File: config.mk
export PLATFORM = sky130hd
export DESIGN_NAME = decode_issue_ctrl_flat
export DESIGN_NICKNAME = d
export VERILOG_FILES = /design/src/rtl/decode_issue_if.sv /design/src/rtl/decode_issue_ctrl.sv /design/src/flat_wrapper.sv
export SDC_FILE = /design/constraint.sdc
export NUM_CORES = 1
export LEC_CHECK = 0
export CAP_MARGIN = 20
export CORE_AREA = 2 2 97 137
export CTS_BUF_LIST = sky130_fd_sc_hd__clkbuf_16
export CTS_CLUSTER_DIAMETER = 60
export DETAILED_ROUTE_END_ITERATION = 7
export DIE_AREA = 0 0 99 139
export PLACE_DENSITY = 0.68
export RECOVER_POWER = 25
export SETUP_SLACK_MARGIN = 0.3
export SYNTH_ARGS = -nofsm -noshare
export SYNTH_HDL_FRONTEND = slang
export SYNTH_SLANG_ARGS = --single-unit
File: constraint.sdc
create_clock -name clk -period 3.6 [get_ports clk]
set_input_delay 0.9 -clock clk [delete_from_list [all_inputs] [get_ports clk]]
set_output_delay 0.9 -clock clk [all_outputs]
set_load 0.005 [all_outputs]
File: src/rtl/decode_issue_if.sv
// -----------------------------------------------------------------------------
// decode_issue_if
// Bundles the fetch, decoder, execute and writeback signals of the decode/issue
// controller.
//   master : the surrounding pipeline (drives fetch, execute-ready, writeback
//            and flush; observes everything the controller produces)
//   slave  : decode_issue_ctrl
// Signals:
//   in_valid/in_instr/in_ready : fetch -> controller handshake
//   dec_enable/dec_instr       : decoder enable pulse and instruction word
//   ex_valid/ex_ready          : controller -> execute handshake
//   wb_valid/wb_rd             : writeback completion
//   flush                      : abandon current instruction, clear scoreboard
//   busy_vec/inflight          : scoreboard state
//   illegal/stall_hazard       : status
// -----------------------------------------------------------------------------
interface decode_issue_if;
    logic        in_valid;
    logic [31:0] in_instr;
    logic        in_ready;
    logic        dec_enable;
    logic [31:0] dec_instr;
    logic        ex_valid;
    logic        ex_ready;
    logic        wb_valid;
    logic [4:0]  wb_rd;
    logic        flush;
    logic [31:0] busy_vec;
    logic [4:0]  inflight;
    logic        illegal;
    logic        stall_hazard;

    modport master (
        output in_valid, in_instr, ex_ready, wb_valid, wb_rd, flush,
        input  in_ready, dec_enable, dec_instr, ex_valid, busy_vec, inflight,
               illegal, stall_hazard
    );

    modport slave (
        input  in_valid, in_instr, ex_ready, wb_valid, wb_rd, flush,
        output in_ready, dec_enable, dec_instr, ex_valid, busy_vec, inflight,
               illegal, stall_hazard
    );
endinterface

File: src/rtl/decode_issue_ctrl.sv
// -----------------------------------------------------------------------------
// decode_issue_ctrl
// Accepts one RV32I instruction at a time from fetch, pulses the decoder enable,
// waits DEC_LAT cycles for the decoder, then offers the result to execute.
// A register scoreboard holds off RAW/WAW hazards against destinations still
// awaiting writeback, and caps outstanding writebacks at MAX_INFLIGHT.
// Ports:
//   clk  : clock, all state updates on posedge
//   rst  : asynchronous active-high reset
//   bus  : decode_issue_if.slave (fetch, decoder, execute, writeback, status)
// -----------------------------------------------------------------------------
module decode_issue_ctrl #(
    parameter int DEC_LAT      = 2,  // 1..15
    parameter int MAX_INFLIGHT = 4   // 1..31
) (
    input  logic                 clk,
    input  logic                 rst,
    decode_issue_if.slave        bus
);

    localparam logic [31:0] NOP      = 32'h0000_0013;
    localparam logic [3:0]  CNT_INIT = 4'(DEC_LAT - 1);
    localparam logic [4:0]  MAX_CNT  = 5'(MAX_INFLIGHT);

    typedef enum logic [1:0] {IDLE, DECODE, ISSUE} state_e;
    typedef enum logic [2:0] {FMT_R, FMT_I, FMT_S, FMT_B, FMT_J, FMT_U, FMT_ILL} fmt_e;

    state_e      state_q, state_next;
    logic [3:0]  cnt_q, cnt_next;
    logic [31:0] dec_instr_q;
    logic        dec_enable_q;
    logic        illegal_q;
    logic [31:0] busy_q, busy_next;
    logic [4:0]  inflight_q;

    // ---------------------------------------------------------------- decode
    fmt_e       fmt;
    logic [4:0] rs1, rs2, rd;
    logic       uses_rs1, uses_rs2, writes_rd, illegal_op;
    logic       hazard, full, idle, accept, accept_legal;
    logic       set_busy, clr_busy;

    assign rs1 = bus.in_instr[19:15];
    assign rs2 = bus.in_instr[24:20];
    assign rd  = bus.in_instr[11:7];

    // NOTE: every signal assigned in an always_comb gets a default up front,
    // so no path through the case leaves it unassigned and infers a latch.
    always_comb begin
        fmt = FMT_ILL;
        case (bus.in_instr[6:0])
            7'b0110011:                         fmt = FMT_R;
            7'b0010011, 7'b0000011, 7'b1100111: fmt = FMT_I;
            7'b0100011:                         fmt = FMT_S;
            7'b1100011:                         fmt = FMT_B;
            7'b1101111:                         fmt = FMT_J;
            7'b0110111, 7'b0010111:             fmt = FMT_U;
            default:                            fmt = FMT_ILL;
        endcase
    end

    assign illegal_op = (fmt == FMT_ILL);
    assign uses_rs1   = fmt inside {FMT_R, FMT_I, FMT_S, FMT_B};
    assign uses_rs2   = fmt inside {FMT_R, FMT_S, FMT_B};
    assign writes_rd  = (fmt inside {FMT_R, FMT_I, FMT_J, FMT_U}) && (rd != 5'd0);

    // Hazard looks only at the registered scoreboard: a writeback landing this
    // cycle frees the register one cycle later, never combinationally.
    assign hazard = (uses_rs1  && busy_q[rs1]) ||
                    (uses_rs2  && busy_q[rs2]) ||
                    (writes_rd && busy_q[rd]);
    assign full   = (inflight_q == MAX_CNT) && writes_rd;

    assign idle             = (state_q == IDLE);
    // Illegal opcodes are always consumed (and dropped) so they cannot block fetch.
    assign bus.in_ready     = idle && !bus.flush && (illegal_op || (!hazard && !full));
    assign bus.stall_hazard = idle && bus.in_valid && !bus.flush && !illegal_op && (hazard || full);

    assign accept       = bus.in_valid && bus.in_ready;
    assign accept_legal = accept && !illegal_op;

    // -------------------------------------------------------------------- FSM
    always_ff @(posedge clk or posedge rst) begin
        if (rst) begin
            state_q <= IDLE;
            cnt_q   <= '0;
        end else begin
            // NOTE: sequential state uses non-blocking assignments so every
            // register samples pre-edge values, independent of block order.
            state_q <= state_next;
            cnt_q   <= cnt_next;
        end
    end

    always_comb begin
        state_next = state_q;
        cnt_next   = cnt_q;
        if (bus.flush) begin
            state_next = IDLE;
        end else begin
            case (state_q)
                IDLE: begin
                    if (accept_legal) begin
                        state_next = DECODE;
                        cnt_next   = CNT_INIT;
                    end
                end
                DECODE: begin
                    if (cnt_q == 4'd0) state_next = ISSUE;
                    else               cnt_next   = cnt_q - 4'd1;
                end
                ISSUE: begin
                    if (bus.ex_ready) state_next = IDLE;
                end
                default: state_next = IDLE;
            endcase
        end
    end

    assign bus.ex_valid = (state_q == ISSUE);

    // ------------------------------------------------------------- scoreboard
    assign set_busy = accept_legal && writes_rd;
    assign clr_busy = bus.wb_valid && (bus.wb_rd != 5'd0) && busy_q[bus.wb_rd];

    // Clear first, then set: a same-register set overrides the clear.
    always_comb begin
        busy_next = busy_q;
        if (clr_busy) busy_next[bus.wb_rd] = 1'b0;
        if (set_busy) busy_next[rd]        = 1'b1;
        busy_next[0] = 1'b0;
    end

    always_ff @(posedge clk or posedge rst) begin
        if (rst) begin
            dec_instr_q  <= NOP;
            dec_enable_q <= 1'b0;
            illegal_q    <= 1'b0;
            busy_q       <= '0;
            inflight_q   <= '0;
        end else if (bus.flush) begin
            // dec_instr is deliberately held across a flush.
            dec_enable_q <= 1'b0;
            illegal_q    <= 1'b0;
            busy_q       <= '0;
            inflight_q   <= '0;
        end else begin
            dec_enable_q <= accept_legal;
            illegal_q    <= accept && illegal_op;
            if (accept_legal) dec_instr_q <= bus.in_instr;
            busy_q <= busy_next;
            case ({set_busy, clr_busy})
                2'b10:   inflight_q <= inflight_q + 5'd1;
                2'b01:   inflight_q <= inflight_q - 5'd1;
                default: inflight_q <= inflight_q;
            endcase
        end
    end

    assign bus.dec_instr  = dec_instr_q;
    assign bus.dec_enable = dec_enable_q;
    assign bus.illegal    = illegal_q;
    assign bus.busy_vec   = busy_q;
    assign bus.inflight   = inflight_q;

endmodule

File: src/flat_wrapper.sv
// flat-port wrapper written by rule: the top's interface ports become plain ports
module decode_issue_ctrl_flat 
#(
    parameter int DEC_LAT      = 2,          
    parameter int MAX_INFLIGHT = 4           
)
  (clk, rst, bus_in_valid, bus_in_instr, bus_ex_ready, bus_wb_valid, bus_wb_rd, bus_flush, bus_in_ready, bus_dec_enable, bus_dec_instr, bus_ex_valid, bus_busy_vec, bus_inflight, bus_illegal, bus_stall_hazard);
  decode_issue_if bus_i ();
  input  logic clk;
  input  logic rst;
  input wire logic [$bits(bus_i.in_valid)-1:0] bus_in_valid;
  input wire logic [$bits(bus_i.in_instr)-1:0] bus_in_instr;
  input wire logic [$bits(bus_i.ex_ready)-1:0] bus_ex_ready;
  input wire logic [$bits(bus_i.wb_valid)-1:0] bus_wb_valid;
  input wire logic [$bits(bus_i.wb_rd)-1:0] bus_wb_rd;
  input wire logic [$bits(bus_i.flush)-1:0] bus_flush;
  output wire logic [$bits(bus_i.in_ready)-1:0] bus_in_ready;
  output wire logic [$bits(bus_i.dec_enable)-1:0] bus_dec_enable;
  output wire logic [$bits(bus_i.dec_instr)-1:0] bus_dec_instr;
  output wire logic [$bits(bus_i.ex_valid)-1:0] bus_ex_valid;
  output wire logic [$bits(bus_i.busy_vec)-1:0] bus_busy_vec;
  output wire logic [$bits(bus_i.inflight)-1:0] bus_inflight;
  output wire logic [$bits(bus_i.illegal)-1:0] bus_illegal;
  output wire logic [$bits(bus_i.stall_hazard)-1:0] bus_stall_hazard;
  assign bus_i.in_valid = bus_in_valid;
  assign bus_i.in_instr = bus_in_instr;
  assign bus_i.ex_ready = bus_ex_ready;
  assign bus_i.wb_valid = bus_wb_valid;
  assign bus_i.wb_rd = bus_wb_rd;
  assign bus_i.flush = bus_flush;
  assign bus_in_ready = bus_i.in_ready;
  assign bus_dec_enable = bus_i.dec_enable;
  assign bus_dec_instr = bus_i.dec_instr;
  assign bus_ex_valid = bus_i.ex_valid;
  assign bus_busy_vec = bus_i.busy_vec;
  assign bus_inflight = bus_i.inflight;
  assign bus_illegal = bus_i.illegal;
  assign bus_stall_hazard = bus_i.stall_hazard;
  decode_issue_ctrl #(.DEC_LAT(DEC_LAT), .MAX_INFLIGHT(MAX_INFLIGHT)) u_core (.clk(clk), .rst(rst), .bus(bus_i));
endmodule
==> run_results.csv, run 1 <==
group,metric,value,unit
run_status,status,"completed",
placed_design,dp_hpwl,12300,um
placed_design,dpl_cell_area,6690,um^2
drt,drc,0,
drt,wire_per_inst,22.0,um
synth,synth_top_cell_by_area,"dfrtp_1",
synth,ys_ff_latch,76,
setup_path,timing.rr.start,"u_core.bus.busy_vec[22]",
power,p_int,1790,uW
synth,yosysSeqAreaShare,38.7,%
timing,relSlewSlack,18.1,%
floorplan,die_area,13800,um^2
cells_and_area,n_fill_cell,1040,
cells_and_area,final_core_util,58.2,%
grt,grt_pass1_vias,5066,
drt,viasPerCell,6.08,
power,p_sw_share,27.2,%
grt,gr-total-overflow,0,
synth,synth_cell_types,69,
synth,synth.top_cell.area_share,37.1,%
synth,synthesis.area,4920,um^2
synth,synthFlopType,"dfrtp_1",
setup_path,reg2reg_depth,12,
min_path,hp-start,"u_core.bus.dec_instr[23]",
drt,vias,4824,
synth,yosysWarnings,0,
setup_path,worstPathCellList,"buf_2, buf_6, buf_6, buf_6, a32oi_2, o2111ai_2, a211o_2, buf_4, a21boi_4, nor2_2, and2_1, buf_2",
power,leakagePower,0.00318,uW
min_path,hold_end,"u_core.bus.dec_instr[23]",
floorplan,die_x,99,um
clock_network,cts_sinks,76,
setup_path,required,2700,ps
grt,track_usage,25.8,%
drt,first_pass_iters,5,
drt,drtAntennaViolNets,0,
timing,fin_ws,29.6,ps
cells_and_area,nets,682,
setup_path,startpoint_type,"primary input",
grt,grt_pass1_wl,27600,um
timing,fin_crit,3570,ps
synth,synth_edf_count,0,
timing,slew_violations,0,
power,irDropWorstVdd,0.224,mV
timing,setup_violations,0,
synth,netlist_top_cells_area,"dfrtp_1 (37%), mux4_2 (11%), mux2_2 (8.2%)",
cells_and_area,antenna_cells,0,
clock_network,ctsHoldBuffers,0,
drt,wirelength,17400,um
power,clockPowerShare,34.4,%
setup_path,crit_slowest_cell,"a211o_2",
synth,syn_area_per_cell,11.0,um^2
setup_path,critPathMaxFanout,5,
power,comb_power_share,24.3,%
timing,clock_skew,8.77,ps
synth,async_reset_ff_share,100,%
timing,hold_slack,509,ps
floorplan,core-area,12600,um^2
synth,syn-instance-count,447,
clock_network,cts_tree,"built",
setup_path,worstSetupEndpointType,"output pin",
timing,final_min_period_over_clock_period,99.2,%
timing,setup-tns-final,0,ps
placed_design,gp_congestion,1.00,
setup_path,crit_family,"compound AO/OA/AOI/OAI gates",
timing,rsz0062_at_grt,"yes",
floorplan,start_util,39.2,%
min_path,hold_depth,1,
placed_design,preCtsSetupSlack,-770,ps
clock_network,root_buffer,"clkbuf_16",
placed_design,portBuffers,115,
floorplan,rows,49,
timing,tightest_slew,1230,ps
synth,syn_nets,493,
cells_and_area,finalInstanceArea,7320,um^2
min_path,hold_class,"flip-flop to flip-flop",
clock_network,clk_latency,350,ps
cells_and_area,area_growth,48.7,%
setup_path,cpPeakStageDelay,370,ps
drt,drt_iter0_drc,331,
grt,grt_max_degree,37,
setup_path,r2r-end,"u_core.bus.inflight[4]",
timing,maxClockFrequency,0.280,GHz
power,seqPwrFrac,41.3,%
setup_path,cp.buffers_inverters,6,
clock_network,clk_pin_slew,60,ps
job,drv_cap,0,
setup_path,path_class,"primary input to output pin",
setup_path,regToRegSetupSlack,170,ps
floorplan,fp.dieH,139,um
floorplan,ios,117,
timing,hold_viol,0,
clock_network,numCtsBuffers,9,
power,power_per_cell_area,337,nW/um^2
grt,antenna_found_initial,0,
power,p_sw,669,uW
setup_path,cpMostUsedCell,"buf_6",
setup_path,worstPathArrival,2670,ps
clock_network,h-tree-depth,3,
clock_network,clockBufferDepth,2,
cells_and_area,drive_above_1_share,37.4,%
## Yosys cell counts (9+ instances only)
library cell / n
a21oi_1: 12
clkbuf_1: 12
dfrtp_1: 73
inv_1: 14
mux2_2: 36
mux2i_1: 28
mux4_2: 23
nand2_1: 34
nand3_1: 16
nor2_1: 22
nor2b_1: 10
o311a_1: 9
o31ai_1: 9
## per-layer routing
metal / GRT usage (%) / vias up / share of wire [%]
li1: - / 2093 / -
met1: 30.9 / 2391 / 36
met5: 0 / - / 0
met3: 3.68 / 62 / 7.8
met4: 14.0 / 0 / 4.5
met2: 44.3 / 278 / 51
## worst max-delay path by stage
| stage | startpoint | endpoint | slack (ps) | depth (start not counted) |
|---|---|---|---|---|
| after global routing | bus_in_instr[20] | bus_in_ready | -50 | 11 |
| after floorplan | bus_in_instr[8] | u_core.bus.inflight[4] | -330 | 15 |
| after detailed placement | bus_in_instr[2] | u_core.bus.inflight[4] | -770 | 14 |
| final | bus_in_instr[7] | bus_in_ready | 30 | 12 |
| after CTS | bus_in_instr[8] | u_core.bus.inflight[4] | -60 | 13 |
| after global placement | bus_in_instr[8] | u_core.bus.inflight[4] | -720 | 14 |
## state kept, by name (all words and copies together) (netlist names)
register / count
u_core.bus.illegal: 1
u_core.bus.inflight: 5
u_core.bus.dec_enable: 1
u_core.bus.busy_vec: 31
u_core.bus.dec_instr: 32
u_core.cnt_q: 4
u_core.state_q: 2
## what timing repair did
action                                 4_1_cts  5_1_grt
pin swaps                                   29       21
buffers inserted                            16        5
setup endpoints to repair                   63       12
gates cloned                                 1        0
gates resized for setup                    114       27
endpoints found under the hold margin        0        0
## power by group through the flow
stage / logic [uW] / clock network [uW] / registers [uW]
2_1_floorplan: 222 / 0 / 1030
3_3_place_gp: 560 / 0 / 1030
3_5_place_dp: 573 / 0 / 1030
4_1_cts: 596 / 856 / 1020
5_1_grt: 640 / 897 / 1030
6_report: 598 / 848 / 1020
## placed cells by master (no fill, tap or decap), types with 9 or more instances in the layout
cell             instances
buf_6                   15
buf_2                   11
mux4_2                  23
nor2_1                  20
inv_1                   13
nand3_1                 13
clkbuf_16                9
mux2_2                  36
o31ai_1                  9
nand2_1                 33
a21oi_1                 12
clkdlybuf4s50_1         87
mux2i_1                 27
o311a_1                  9
buf_4                   79
dfrtp_1                 73
nor2b_1                  9
## final cells by class
cell class	count	area [um^2]	area share, %
repair buffers	215	1970	26.9
multi-input cells	318	2920	39.8
inverters	16	60.1	0.821
clock inverters	7	50.0	0.684
flip-flops and latches	76	1910	26.0
well taps	153	191	2.62
clock buffers	9	225	3.08
## logic make-up (layout without fill, tap and decap cells)
group / Yosys count / count (layout) / share of synthesized area [%]
adder cells (fa/ha/maj): 3 / 3 / 0.763
buffers and inverters: 53 / 247 / 5.95
other: 1 / 1 / 0.0762
AND/OR/NAND/NOR: 135 / 135 / 14.9
flip-flops: 76 / 76 / 38.7
XOR/XNOR: 4 / 4 / 0.864
multiplexers: 87 / 87 / 24.5
AO/OA/AOI/OAI: 88 / 88 / 14.2
## metrics by stage
stage	instances	power, uW
after global placement	756	1590
after floorplan	447	1250
after detailed placement	756	1610
after global routing	794	2570
after CTS	789	2470
final	794	2460
(Power assumes the default switching activity.)
==> run 2, diff against run 1 <==
Settings changed: PLACE_DENSITY 0.68 to 0.65, RECOVER_POWER 25 to 100.
Clock period 3.6 ns to 4.36 ns, I/O delays scaled along.
==> run_results.csv, run 2 (synthesized netlist as in run 1, its figures left out) <==
group,metric,value,unit
run_status,status,"complete, but fails checks",
run_status,violations,"max-capacitance violations",
power,p_sw,549,uW
timing,slew_violations,0,
grt,grt_max_degree,40,
floorplan,ios,117,
clock_network,clockBufferDepth,2,
drt,wirelength,16700,um
floorplan,start_util,39.2,%
drt,first_pass_iters,5,
floorplan,die_x,99,um
clock_network,clk_pin_slew,70,ps
timing,tightest_slew,1490,ps
grt,track_usage,24.3,%
timing,maxClockFrequency,0.246,GHz
cells_and_area,antenna_cells,0,
placed_design,portBuffers,115,
min_path,hold_class,"flip-flop to flip-flop",
job,drv_cap,1,
timing,hold_slack,499,ps
power,irDropWorstVdd,0.180,mV
cells_and_area,nets,654,
clock_network,root_buffer,"clkbuf_16",
clock_network,cts_sinks,76,
setup_path,critPathMaxFanout,19,
drt,vias,4572,
floorplan,die_area,13800,um^2
floorplan,rows,49,
drt,viasPerCell,5.97,
timing,relSlewSlack,0.782,%
floorplan,core-area,12600,um^2
grt,antenna_found_initial,0,
grt,gr-total-overflow,0,
power,p_int,1490,uW
cells_and_area,seqCellArea,1910,um^2
drt,wire_per_inst,21.8,um
power,power_per_cell_area,294,nW/um^2
timing,fin_crit,4070,ps
grt,grt_pass1_wl,26100,um
cells_and_area,multi_input_area,2780,um^2
clock_network,clk_latency,340,ps
power,p_sw_share,26.9,%
timing,final_min_period_over_clock_period,93.3,%
setup_path,path_class,"primary input to output pin",
power,leakagePower,0.00323,uW
cells_and_area,drive_above_1_share,29.7,%
timing,setup_violations,0,
clock_network,cts_tree,"built",
timing,rsz0062_at_grt,"no",
power,seqPwrFrac,40.9,%
cells_and_area,stdcell_count,766,
cells_and_area,largest_register_ffs,32,
setup_path,worstSetupEndpointType,"output pin",
placed_design,gp_congestion,0.926,
drt,drt_iter0_drc,381,
drt,drc,0,
drt,drtAntennaViolNets,0,
timing,clock_skew,9.16,ps
grt,grt_pass1_vias,4754,
placed_design,place_inst,738,
clock_network,h-tree-depth,3,
clock_network,numCtsBuffers,9,
timing,hold_viol,0,
setup_path,worstPathArrival,2980,ps
cells_and_area,final_cell_mix,"dlygate4sd3_1 (73), dfrtp_1 (73), buf_4 (54)",
timing,setup-tns-final,0,ps
cells_and_area,area_growth,41.3,%
setup_path,startpoint_type,"primary input",
power,total_power,2040,uW
power,clockPowerShare,37.6,%
cells_and_area,n_fill_cell,1073,
setup_path,required,3270,ps
placed_design,dp_hpwl,12100,um
floorplan,fp.dieH,139,um
power,comb_power_share,21.6,%
==> run 2: cell types whose count changed in the layout (fill, tap and decap cells not counted), sizes merged, moves of 2 or more <==
cell,before,now
dlygate4sd3,1,73
clkdlybuf4s50,87,18
buf,112,66
clkbuf,13,25
dlygate4sd2,5,9
clkdlybuf4s15,4,2
dlymetal6s2s,1,3
==> run 2: stage by stage <==
step | utilization [%] | cell area [um^2] | setup slack, ps
after floorplan | - | 4940 | 228
after global placement | 52.0 | 6540 | -446
after detailed placement | 52.0 | 6540 | -459
after CTS | 55.1 | 6930 | 297
after global routing | 55.4 | 6960 | 219
final | 55.4 | 6960 | 292
==> run 2: what timing repair did <==
| item | CTS | global route |
|---|---|---|
| endpoints found under the setup margin | 5 | 5 |
| cloned | 0 | 1 |
| resized for setup | 43 | 30 |
| hold endpoints to repair | 0 | 0 |
| pin swaps | 13 | 14 |
| hold buffers | 0 | 0 |
| buffers inserted | 5 | 6 |
==> run 2: power groups by stage <==
stage          sequential, uW  combinational [uW]  clock, uW
2_1_floorplan             853                 183          0
3_3_place_gp              847                 456          0
3_5_place_dp              853                 464          0
4_1_cts                   839                 467        781
5_1_grt                   845                 475        815
6_report                  835                 441        768
==> run 2: final cells by class <==
cell class                 instances  share of cell area [%]
clock buffer                       9                    3.24
clock inverter                     7                    1.08
inverter                          16                   0.863
multi-input combinational        318                    40.0
sequential                        76                    27.4
tap                              153                    2.75
timing repair buffer             187                    24.7
==> run 2: worst max-delay path, cell delays in order <==
cell             delay, ps
clkbuf_1               190
buf_6                  250
mux2i_1                100
a32oi_1                240
o22ai_1                120
a211o_2                350
a21boi_4               200
nor2_4                  70
and2_1                 150
clkdlybuf4s15_2        200
==> run 2: metal layers <==
metal	vias to the layer above	wire, um	GRT usage [%]
met3	53	1230	4.69
met4	0	597	12.2
met5	-	0	0
met2	258	8570	40.6
li1	2032	-	-
met1	2229	6300	29.8
==> run 2: final timing paths <==
check | end | start | cells past startpoint | slack (ps)
setup reg to reg | u_core.bus.inflight[4] | u_core.bus.busy_vec[22] | 12 | 850
hold / removal | u_core.bus.dec_instr[25] | u_core.bus.dec_instr[25] | 1 | 500
setup / recovery | bus_in_ready | bus_in_instr[8] | 10 | 290
max in group asynchronous | u_core.bus.busy_vec[30] | rst | 3 | 1010
hold reg to reg | u_core.bus.dec_instr[25] | u_core.bus.dec_instr[25] | 1 | 500
min in group asynchronous | u_core.bus.dec_instr[13] | rst | 2 | 1630
==> run 3, diff against run 2 <==
Settings changed: HOLD_SLACK_MARGIN set to 0.1.
==> results of run 3 <==
Final layout, timing and power as in run 2 (identical DEF).
